==> config.mk <==
export PLATFORM = sky130hd
export DESIGN_NAME = seg_scan_mux
export DESIGN_NICKNAME = d
export VERILOG_FILES = /design/src/rtl/seg_pkg.sv /design/src/rtl/seg7_decode.sv /design/src/rtl/seg_scan_mux.sv
export SDC_FILE = /design/constraint.sdc
export NUM_CORES = 1
export LEC_CHECK = 0
export ABC_AREA = 1
export BUFFER_PORTS_ARGS = -buffer_cell sky130_fd_sc_hd__buf_2
export CORE_ASPECT_RATIO = 1.4
export CORE_MARGIN = 2
export CORE_UTILIZATION = 45
export CTS_CLUSTER_DIAMETER = 200
export DETAILED_ROUTE_END_ITERATION = 8
export GPL_ROUTABILITY_DRIVEN = 0
export PLACE_DENSITY = 0.7
export SLEW_MARGIN = 10
export SYNTH_ARGS = -nofsm -noshare
export SYNTH_HDL_FRONTEND = slang
export SYNTH_HIERARCHICAL = 1
export SYNTH_SLANG_ARGS = --single-unit
==> constraint.sdc <==
create_clock -name clk -period 4.1 [get_ports clk]
set_input_delay 0.41 -clock clk [delete_from_list [all_inputs] [get_ports clk]]
set_output_delay 0.41 -clock clk [all_outputs]
set_load 0.01 [all_outputs]
==> src/rtl/seg_pkg.sv <==
// seg_pkg: shared definitions for the scanned 7-segment display path.
//   - Active-low glyph constants (bit 0 = segment a ... bit 6 = segment g)
//   - DASH_CODE: the BCD nibble that renders as a single '-' (segment g)
//   - state_t: scanner FSM states
//   - Width helpers used to size ports and counters from parameters
package seg_pkg;

  // Active-low glyphs: a 0 lights the segment.
  localparam logic [6:0] GLYPH_0      = 7'h40;
  localparam logic [6:0] GLYPH_1      = 7'h79;
  localparam logic [6:0] GLYPH_2      = 7'h24;
  localparam logic [6:0] GLYPH_3      = 7'h30;
  localparam logic [6:0] GLYPH_4      = 7'h19;
  localparam logic [6:0] GLYPH_5      = 7'h12;
  localparam logic [6:0] GLYPH_6      = 7'h02;
  localparam logic [6:0] GLYPH_7      = 7'h78;
  localparam logic [6:0] GLYPH_8      = 7'h00;
  localparam logic [6:0] GLYPH_9      = 7'h10;
  localparam logic [6:0] GLYPH_DASH   = 7'h3F;
  localparam logic [6:0] GLYPH_BLANK  = 7'h7F;
  localparam logic [6:0] GLYPH_ALL_ON = 7'h00;

  localparam logic [3:0] DASH_CODE = 4'hE;

  typedef enum logic {
    SCAN,
    BLANK
  } state_t;

  // Width of a selector over n items; never below one bit.
  function automatic int sel_width(input int n);
    return (n > 1) ? $clog2(n) : 1;
  endfunction

  // Width of a counter that must hold 0..n; never below one bit.
  function automatic int cnt_width(input int n);
    return (n > 0) ? $clog2(n + 1) : 1;
  endfunction

endpackage

==> src/rtl/seg7_decode.sv <==
// seg7_decode: combinational BCD nibble to active-low 7-segment glyph.
//   bcd  in  4  nibble to render (0-9 digits, DASH_CODE = '-', others blank)
//   seg  out 7  active-low segments, seg[0]=a ... seg[6]=g
module seg7_decode
  import seg_pkg::*;
(
  input  logic [3:0] bcd,
  output logic [6:0] seg
);

  always_comb begin
    // NOTE: assigning a default before the case keeps every path driven, so no latch is inferred.
    seg = GLYPH_BLANK;
    case (bcd)
      4'd0:      seg = GLYPH_0;
      4'd1:      seg = GLYPH_1;
      4'd2:      seg = GLYPH_2;
      4'd3:      seg = GLYPH_3;
      4'd4:      seg = GLYPH_4;
      4'd5:      seg = GLYPH_5;
      4'd6:      seg = GLYPH_6;
      4'd7:      seg = GLYPH_7;
      4'd8:      seg = GLYPH_8;
      4'd9:      seg = GLYPH_9;
      DASH_CODE: seg = GLYPH_DASH;
      default:   seg = GLYPH_BLANK;
    endcase
  end

endmodule

==> src/rtl/seg_scan_mux.sv <==
// seg_scan_mux: time-multiplexed N-digit 7-segment scanner with paged content,
// per-digit blink and dead-time blanking between digits.
//   clk          in   system clock
//   rst_n        in   asynchronous active-low reset
//   page_bcd     in   PAGES*DIGITS BCD nibbles, page p digit i at [(p*DIGITS+i)*4 +: 4]
//   page_sel     in   requested page, adopted only at frame end
//   blink_mask   in   digits blanked during the blink-off half-period
//   dp_mask      in   decimal point lit per digit
//   lamp_test    in   all segments and dp on for every scanned digit
//   seg          out  active-low segments a..g
//   dp           out  active-low decimal point
//   an           out  active-low anode strobes, at most one low
//   digit_idx    out  digit owning the current slot
//   page_act     out  page currently displayed
//   blink_phase  out  1 = blink-off half-period
//   frame_done   out  one-cycle pulse on the last clock of each frame
// Every output is a flop; slot content is captured on the SCAN entry edge
// and held for the whole slot.
module seg_scan_mux
  import seg_pkg::*;
#(
  parameter int DIGITS       = 8,
  parameter int PAGES        = 2,
  parameter int SCAN_CYCLES  = 50000,
  parameter int BLANK_CYCLES = 500,
  parameter int BLINK_FRAMES = 64
) (
  input  logic                           clk,
  input  logic                           rst_n,
  input  logic [PAGES*DIGITS*4-1:0]      page_bcd,
  input  logic [sel_width(PAGES)-1:0]    page_sel,
  input  logic [DIGITS-1:0]              blink_mask,
  input  logic [DIGITS-1:0]              dp_mask,
  input  logic                           lamp_test,
  output logic [6:0]                     seg,
  output logic                           dp,
  output logic [DIGITS-1:0]              an,
  output logic [$clog2(DIGITS)-1:0]      digit_idx,
  output logic [sel_width(PAGES)-1:0]    page_act,
  output logic                           blink_phase,
  output logic                           frame_done
);

  localparam int IW = $clog2(DIGITS);
  localparam int SW = cnt_width(SCAN_CYCLES);
  localparam int BW = cnt_width(BLANK_CYCLES);
  localparam int FW = cnt_width(BLINK_FRAMES);

  localparam logic [IW-1:0] LAST_DIGIT = IW'(DIGITS - 1);
  localparam logic          HAS_BLANK  = (BLANK_CYCLES > 0);

  // ---------------------------------------------------------------------------
  // Scanner state
  // ---------------------------------------------------------------------------
  state_t          state, state_nxt;
  logic [SW-1:0]   scan_cnt, scan_cnt_nxt;
  logic [BW-1:0]   blank_cnt, blank_cnt_nxt;
  logic [IW-1:0]   idx_nxt;
  logic [FW-1:0]   frame_cnt;
  logic            enter_scan;
  logic            enter_blank;
  logic            frame_end;

  // Counters load N-1 on state entry and count down; the state ends on the
  // clock where its counter reads zero.
  always_comb begin
    state_nxt     = state;
    scan_cnt_nxt  = scan_cnt;
    blank_cnt_nxt = blank_cnt;
    idx_nxt       = digit_idx;
    enter_scan    = 1'b0;
    enter_blank   = 1'b0;

    case (state)
      SCAN: begin
        if (scan_cnt == '0) begin
          if (HAS_BLANK) begin
            state_nxt     = BLANK;
            blank_cnt_nxt = BW'(BLANK_CYCLES - 1);
            enter_blank   = 1'b1;
          end else begin
            enter_scan = 1'b1;
          end
        end else begin
          scan_cnt_nxt = scan_cnt - 1'b1;
        end
      end
      BLANK: begin
        if (blank_cnt == '0) begin
          enter_scan = 1'b1;
        end else begin
          blank_cnt_nxt = blank_cnt - 1'b1;
        end
      end
      default: state_nxt = BLANK;
    endcase

    if (enter_scan) begin
      state_nxt    = SCAN;
      scan_cnt_nxt = SW'(SCAN_CYCLES - 1);
      idx_nxt      = (digit_idx == LAST_DIGIT) ? '0 : digit_idx + 1'b1;
    end
  end

  // frame_end is true on the edge that enters the final clock of the last
  // digit's slot, so the registered frame_done is high during that clock.
  // The final clock is the last BLANK clock, or the last SCAN clock when
  // there is no dead time.
  always_comb begin
    if (HAS_BLANK) begin
      frame_end = (state_nxt == BLANK) && (blank_cnt_nxt == '0) &&
                  (idx_nxt == LAST_DIGIT);
    end else begin
      frame_end = (state_nxt == SCAN) && (scan_cnt_nxt == '0) &&
                  (idx_nxt == LAST_DIGIT);
    end
  end

  // Reset parks the scanner in an expired BLANK of the last digit, so the
  // first clock after release enters SCAN of digit 0.
  // NOTE: sequential state uses non-blocking assignments so every flop samples pre-edge values.
  always_ff @(posedge clk or negedge rst_n) begin
    if (!rst_n) begin
      state     <= BLANK;
      scan_cnt  <= '0;
      blank_cnt <= '0;
      digit_idx <= LAST_DIGIT;
    end else begin
      state     <= state_nxt;
      scan_cnt  <= scan_cnt_nxt;
      blank_cnt <= blank_cnt_nxt;
      digit_idx <= idx_nxt;
    end
  end

  // ---------------------------------------------------------------------------
  // Frame bookkeeping: page adoption and blink phase
  // ---------------------------------------------------------------------------
  // page_act and blink_phase change at least one clock before digit 0's
  // SCAN entry, so the whole next frame sees a consistent page and phase.
  always_ff @(posedge clk or negedge rst_n) begin
    if (!rst_n) begin
      frame_done  <= 1'b0;
      page_act    <= '0;
      frame_cnt   <= '0;
      blink_phase <= 1'b0;
    end else begin
      frame_done <= frame_end;
      if (frame_end) begin
        // An out-of-range request is ignored and the current page kept.
        if (int'(page_sel) < PAGES) begin
          page_act <= page_sel;
        end
        if (frame_cnt == FW'(BLINK_FRAMES - 1)) begin
          frame_cnt   <= '0;
          blink_phase <= ~blink_phase;
        end else begin
          frame_cnt <= frame_cnt + 1'b1;
        end
      end
    end
  end

  // ---------------------------------------------------------------------------
  // Slot content, evaluated for the digit about to be entered
  // ---------------------------------------------------------------------------
  logic [3:0] slot_nibble;
  logic [6:0] slot_glyph;
  logic [6:0] slot_seg;
  logic       slot_dp;
  logic       slot_blink_off;

  assign slot_nibble    = page_bcd[(int'(page_act) * DIGITS + int'(idx_nxt)) * 4 +: 4];
  assign slot_blink_off = blink_phase & blink_mask[idx_nxt];

  seg7_decode u_decode (
    .bcd (slot_nibble),
    .seg (slot_glyph)
  );

  // Lamp test overrides blink, blink overrides normal content. A blinked
  // digit keeps its anode strobed so scan timing and brightness are unchanged.
  always_comb begin
    slot_seg = slot_glyph;
    slot_dp  = ~dp_mask[idx_nxt];
    if (lamp_test) begin
      slot_seg = GLYPH_ALL_ON;
      slot_dp  = 1'b0;
    end else if (slot_blink_off) begin
      slot_seg = GLYPH_BLANK;
      slot_dp  = 1'b1;
    end
  end

  // ---------------------------------------------------------------------------
  // Output registers: an, seg and dp always change on the same edge.
  // ---------------------------------------------------------------------------
  always_ff @(posedge clk or negedge rst_n) begin
    if (!rst_n) begin
      an  <= '1;
      seg <= GLYPH_BLANK;
      dp  <= 1'b1;
    end else if (enter_scan) begin
      an  <= ~(DIGITS'(1) << idx_nxt);
      seg <= slot_seg;
      dp  <= slot_dp;
    end else if (enter_blank) begin
      an  <= '1;
      seg <= GLYPH_BLANK;
      dp  <= 1'b1;
    end
  end

endmodule

==> summary.md <==
| Metric | Value |
|---|---|
| Result of the run | complete, no violations |
| Final worst path period need | 3518 ps |
| Slowest Stage Delay on Critical Path | 400 ps |
| Max Cap Violations | 0 |
| I/O Buffers | approximately 110 |
| Number of gates resized after cts | 0 |
| Area enclosed by the die boundary | 9609 um2 |
| Overall power | roughly 1100 uW |
| Antenna violation net count after detailed routing | 0 |
| Global-route wire length before repair | roughly 18 mm |
| Vias in the first global route | 3896 |
| Cell seen most often among critical-path stages | nand2_1 |
| Iteration-0 DRC count of the detailed router | 198 |
| Die span in x | between 80 and 90 um |
| Count of nets after finishing | 755 |
| Peak supply drop | approximately 180 uV |
| Growth of design area from synthesis to finish | 19.62% |
| Period Utilization, post-route | between 80 and 90% |
| Critical path startpoint category | register |
| Peak clock frequency supported by timing | 284.3 MHz |
| Number of unique standard cell types used by synthesis | around 40 |
| Clock tree sinks | 55 |
| Antenna violations before repair | 0 |
| CTS max path bufs | 2 |
| RSZ-0062 raised after global routing | false |
| Vias after detailed routing | between 4000 and 5000 |
| Std cell rows | 40 |
| Detailed placer's ending HPWL | 8.549 mm |
| Final Skew | between 5 and 6 ps |
| Number of warning messages in the yosys log | 6 |
| FF-to-FF setup slack | 580 ps |
| Share of async-settable or async-resettable flops after synthesis | 100.0% |
| Post-cts hold buffer count | 0 |
| Worst-Margin Slew | between 500 and 600 ps |
| Buffers inserted by post-CTS timing repair | 0 |
| Setup TNS Final | 0 ps |
| Sequential share of the synthesized area | a little over a third |
| Crit Reg-Reg Startpoint | blank_cnt[0]$_DFF_PN0_ |
| Proportion of netlist area held by the largest area contributor | 22.04% |
| Root cell of the clock tree | clkbuf_16 |
| Post-synthesis cell area | between 3000 and 4000 um2 |
| Max-slew headroom at the worst pin | 61.96% |
| Via density | 5.219 |
| # IOs | 106 |
| Leading post-synthesis cells by cell area | dfrtp_1 (22%), nand2_1 (15%), dfstp_2 (13%), inv_1 (6.4%), nand3_1 (6.2%) |
| EDFF count, synth | 0 |
| Number of inserted diodes | 0 |
| Number of synthesized register bits | 55 |
| Nature of the critical path endpoint | register |
| Setup violators final | 0 |
| Mapped Cells | ~560 |
| Syn avg cell area | about 7 um2 |
| Crit path launch | blank_cnt[0]$_DFF_PN0_ |
| Congestion Overflow GR | 0 |
| Leakage power | 0.002558 uW |
| Largest net degree at the start of global routing | 32 |
| CTS tree | done |
| Critical path fanouts, max | 18 |
| Data arrival time of the critical path | ~3800 ps |
| Clock H-tree levels | 2 |
| Core occupancy in the finished layout | 55.22% |
| Slowest cell on the critical path | dfrtp_1 |
| Detailed Routing Iterations Pass 1 | 6 |
| Power density normalized to cell area | about 240 nW/um2 |
| Critical path, cell by cell | inv_1 -> ha_1 -> nand2_2 -> nor2_8 -> nand3_4 -> inv_2 -> nand2_2 -> nand2_2 -> inv_2 -> nand2_1 -> o221ai_1 -> nand2_1 -> inv_1 -> ha_1 -> nand2_1 -> nand3_1 -> nand2_1 -> inv_1 -> nand2_1 -> nand2_1 -> a21oi_1 |
| Fillers | 840 |
| Total Wirelength | between 10 and 15 mm |
| Latest clock arrival within the worst-skew pair | 300 ps |
| Reg-to-reg endpoint | seg[3]$_DFFE_PN1P_ |
| Worst setup endpoint | seg[3]$_DFFE_PN1P_ |
| Cell type with the largest total area after synthesis | dfrtp_1 |
| Area of the core | 8608 um2 |
| All-layer global routing usage | 22.75% |
| Number of buffers created by CTS | 5 |
| Crit path required time | 4330 ps |
| Clock-pin slew of the registers on the worst-case setup and hold paths | 70 ps |
| R2r worst-path depth | 21 |
| Vert. Die Dim | 115.2 um |
| Wire length per cell after detailed routing | 13.89 um |
| Pins Over Slew Limit | 0 |
| Post-synth net total | 651 |
| Final hold vios | 0 |
| Primary FF master, synth | dfrtp_1 |
| Tightest Hold Check Type | primary input to async pin |
| Type of the worst setup path | register to register |
| Number of remaining DRC errors | 0 |
| Proportion of layout cells with a drive suffix above 1 | between 20% and 30% |
| Initial core utilization | between 40% and 50% |
==> power breakdown <==
| group | internal, uW | leakage, uW | switching, uW |
|---|---|---|---|
| combinational | 46.9 | 0.00181 | 52.5 |
| sequential | 543 | 0.000668 | 0 |
| clock | 268 | 0.0000826 | 213 |
| total | 857 | 0.00256 | 265 |
==> cells in the mapped netlist (all sizes together) (8+ instances only) <==
| library cell | number |
|---|---|
| dfstp | 20 |
| dfrtp | 35 |
| nand3 | 55 |
| nand3b | 9 |
| nor2 | 55 |
| ha | 10 |
| nand4 | 14 |
| nand2 | 182 |
| o22ai | 8 |
| inv | 78 |
| o21ai | 29 |
| a21oi | 19 |
==> flip-flops by register name (all words and copies together) (netlist names), 3 cells and up <==
| name | count |
|---|---|
| frame_cnt | 7 |
| an | 8 |
| seg | 7 |
| scan_cnt | 16 |
| blank_cnt | 9 |
| digit_idx | 3 |
==> layer usage <==
layer	track usage [%]	vias up	wire, um
li1	-	2011	-
met1	23.10	1834	4013
met2	45.75	131	5836
met3	3.374	27	522
met4	9.785	0	279
met5	0	-	0
==> cell usage in the layout, fill, tap and decap left out, types with 9 or more instances in the layout <==
| cell | n |
|---|---|
| nand2_1 | 164 |
| buf_2 | 105 |
| inv_1 | 68 |
| nand3_1 | 49 |
| nor2_1 | 44 |
| dfrtp_1 | 35 |
| o21ai_0 | 26 |
| dfstp_2 | 20 |
| a21oi_1 | 19 |
| nand4_1 | 12 |
| inv_2 | 10 |
| nand2_4 | 10 |
| ha_1 | 10 |
| nand3b_1 | 9 |
==> cell type report <==
type	instances	area, um2	area share [%]
Clock inverter	2	17.52	0.3685
Multi-Input combinational cell	414	2220	46.70
Sequential cell	55	1401	29.48
Tap cell	105	131.4	2.764
Timing Repair Buffer	107	540.5	11.37
Clock buffer	6	150.1	3.159
Inverter	78	292.8	6.160
==> critical path, delay by kind of cell (launching register included) <==
kind | cells | cell delay [ps]
compound gates | 2 | 250
fa+ha+maj | 2 | 540
flops | 1 | 400
buf+inv | 5 | 690
simple gates | 12 | 1550
==> stage by stage <==
stage          std cells  hold slack, ps  area (um2)  setup WS, ps
6_report             767           96.81        4753         582.3
5_1_grt              767           158.5        4753         189.0
4_1_cts              767           123.4        4753         578.4
3_5_place_dp         759           447.7        4586         614.4
3_3_place_gp         759           440.9        4586         772.2
2_1_floorplan        557           114.4        3974          1212
==> worst min path at each step <==
stage / end / slack [ps] / cells past startpoint / start
6_report: blank_cnt[3]$_DFF_PN0_ / 100 / 1 / rst_n
5_1_grt: blank_cnt[0]$_DFF_PN0_ / 160 / 1 / rst_n
4_1_cts: blank_cnt[0]$_DFF_PN0_ / 120 / 1 / rst_n
3_5_place_dp: blank_cnt[3]$_DFF_PN0_ / 450 / 1 / rst_n
3_3_place_gp: blank_cnt[3]$_DFF_PN0_ / 440 / 1 / rst_n
2_1_floorplan: blank_cnt[0]$_DFF_PN0_ / 110 / 0 / rst_n
==> cell families after synthesis <==
family | Yosys count | share of synthesized area, %
simple gates | 326 | 40.71
buf+inv | 88 | 8.879
xor+xnor | 9 | 1.984
fa+ha+maj | 10 | 3.149
compound gates | 69 | 10.01
flops | 55 | 35.26
Power figures use the tool's default switching activity.
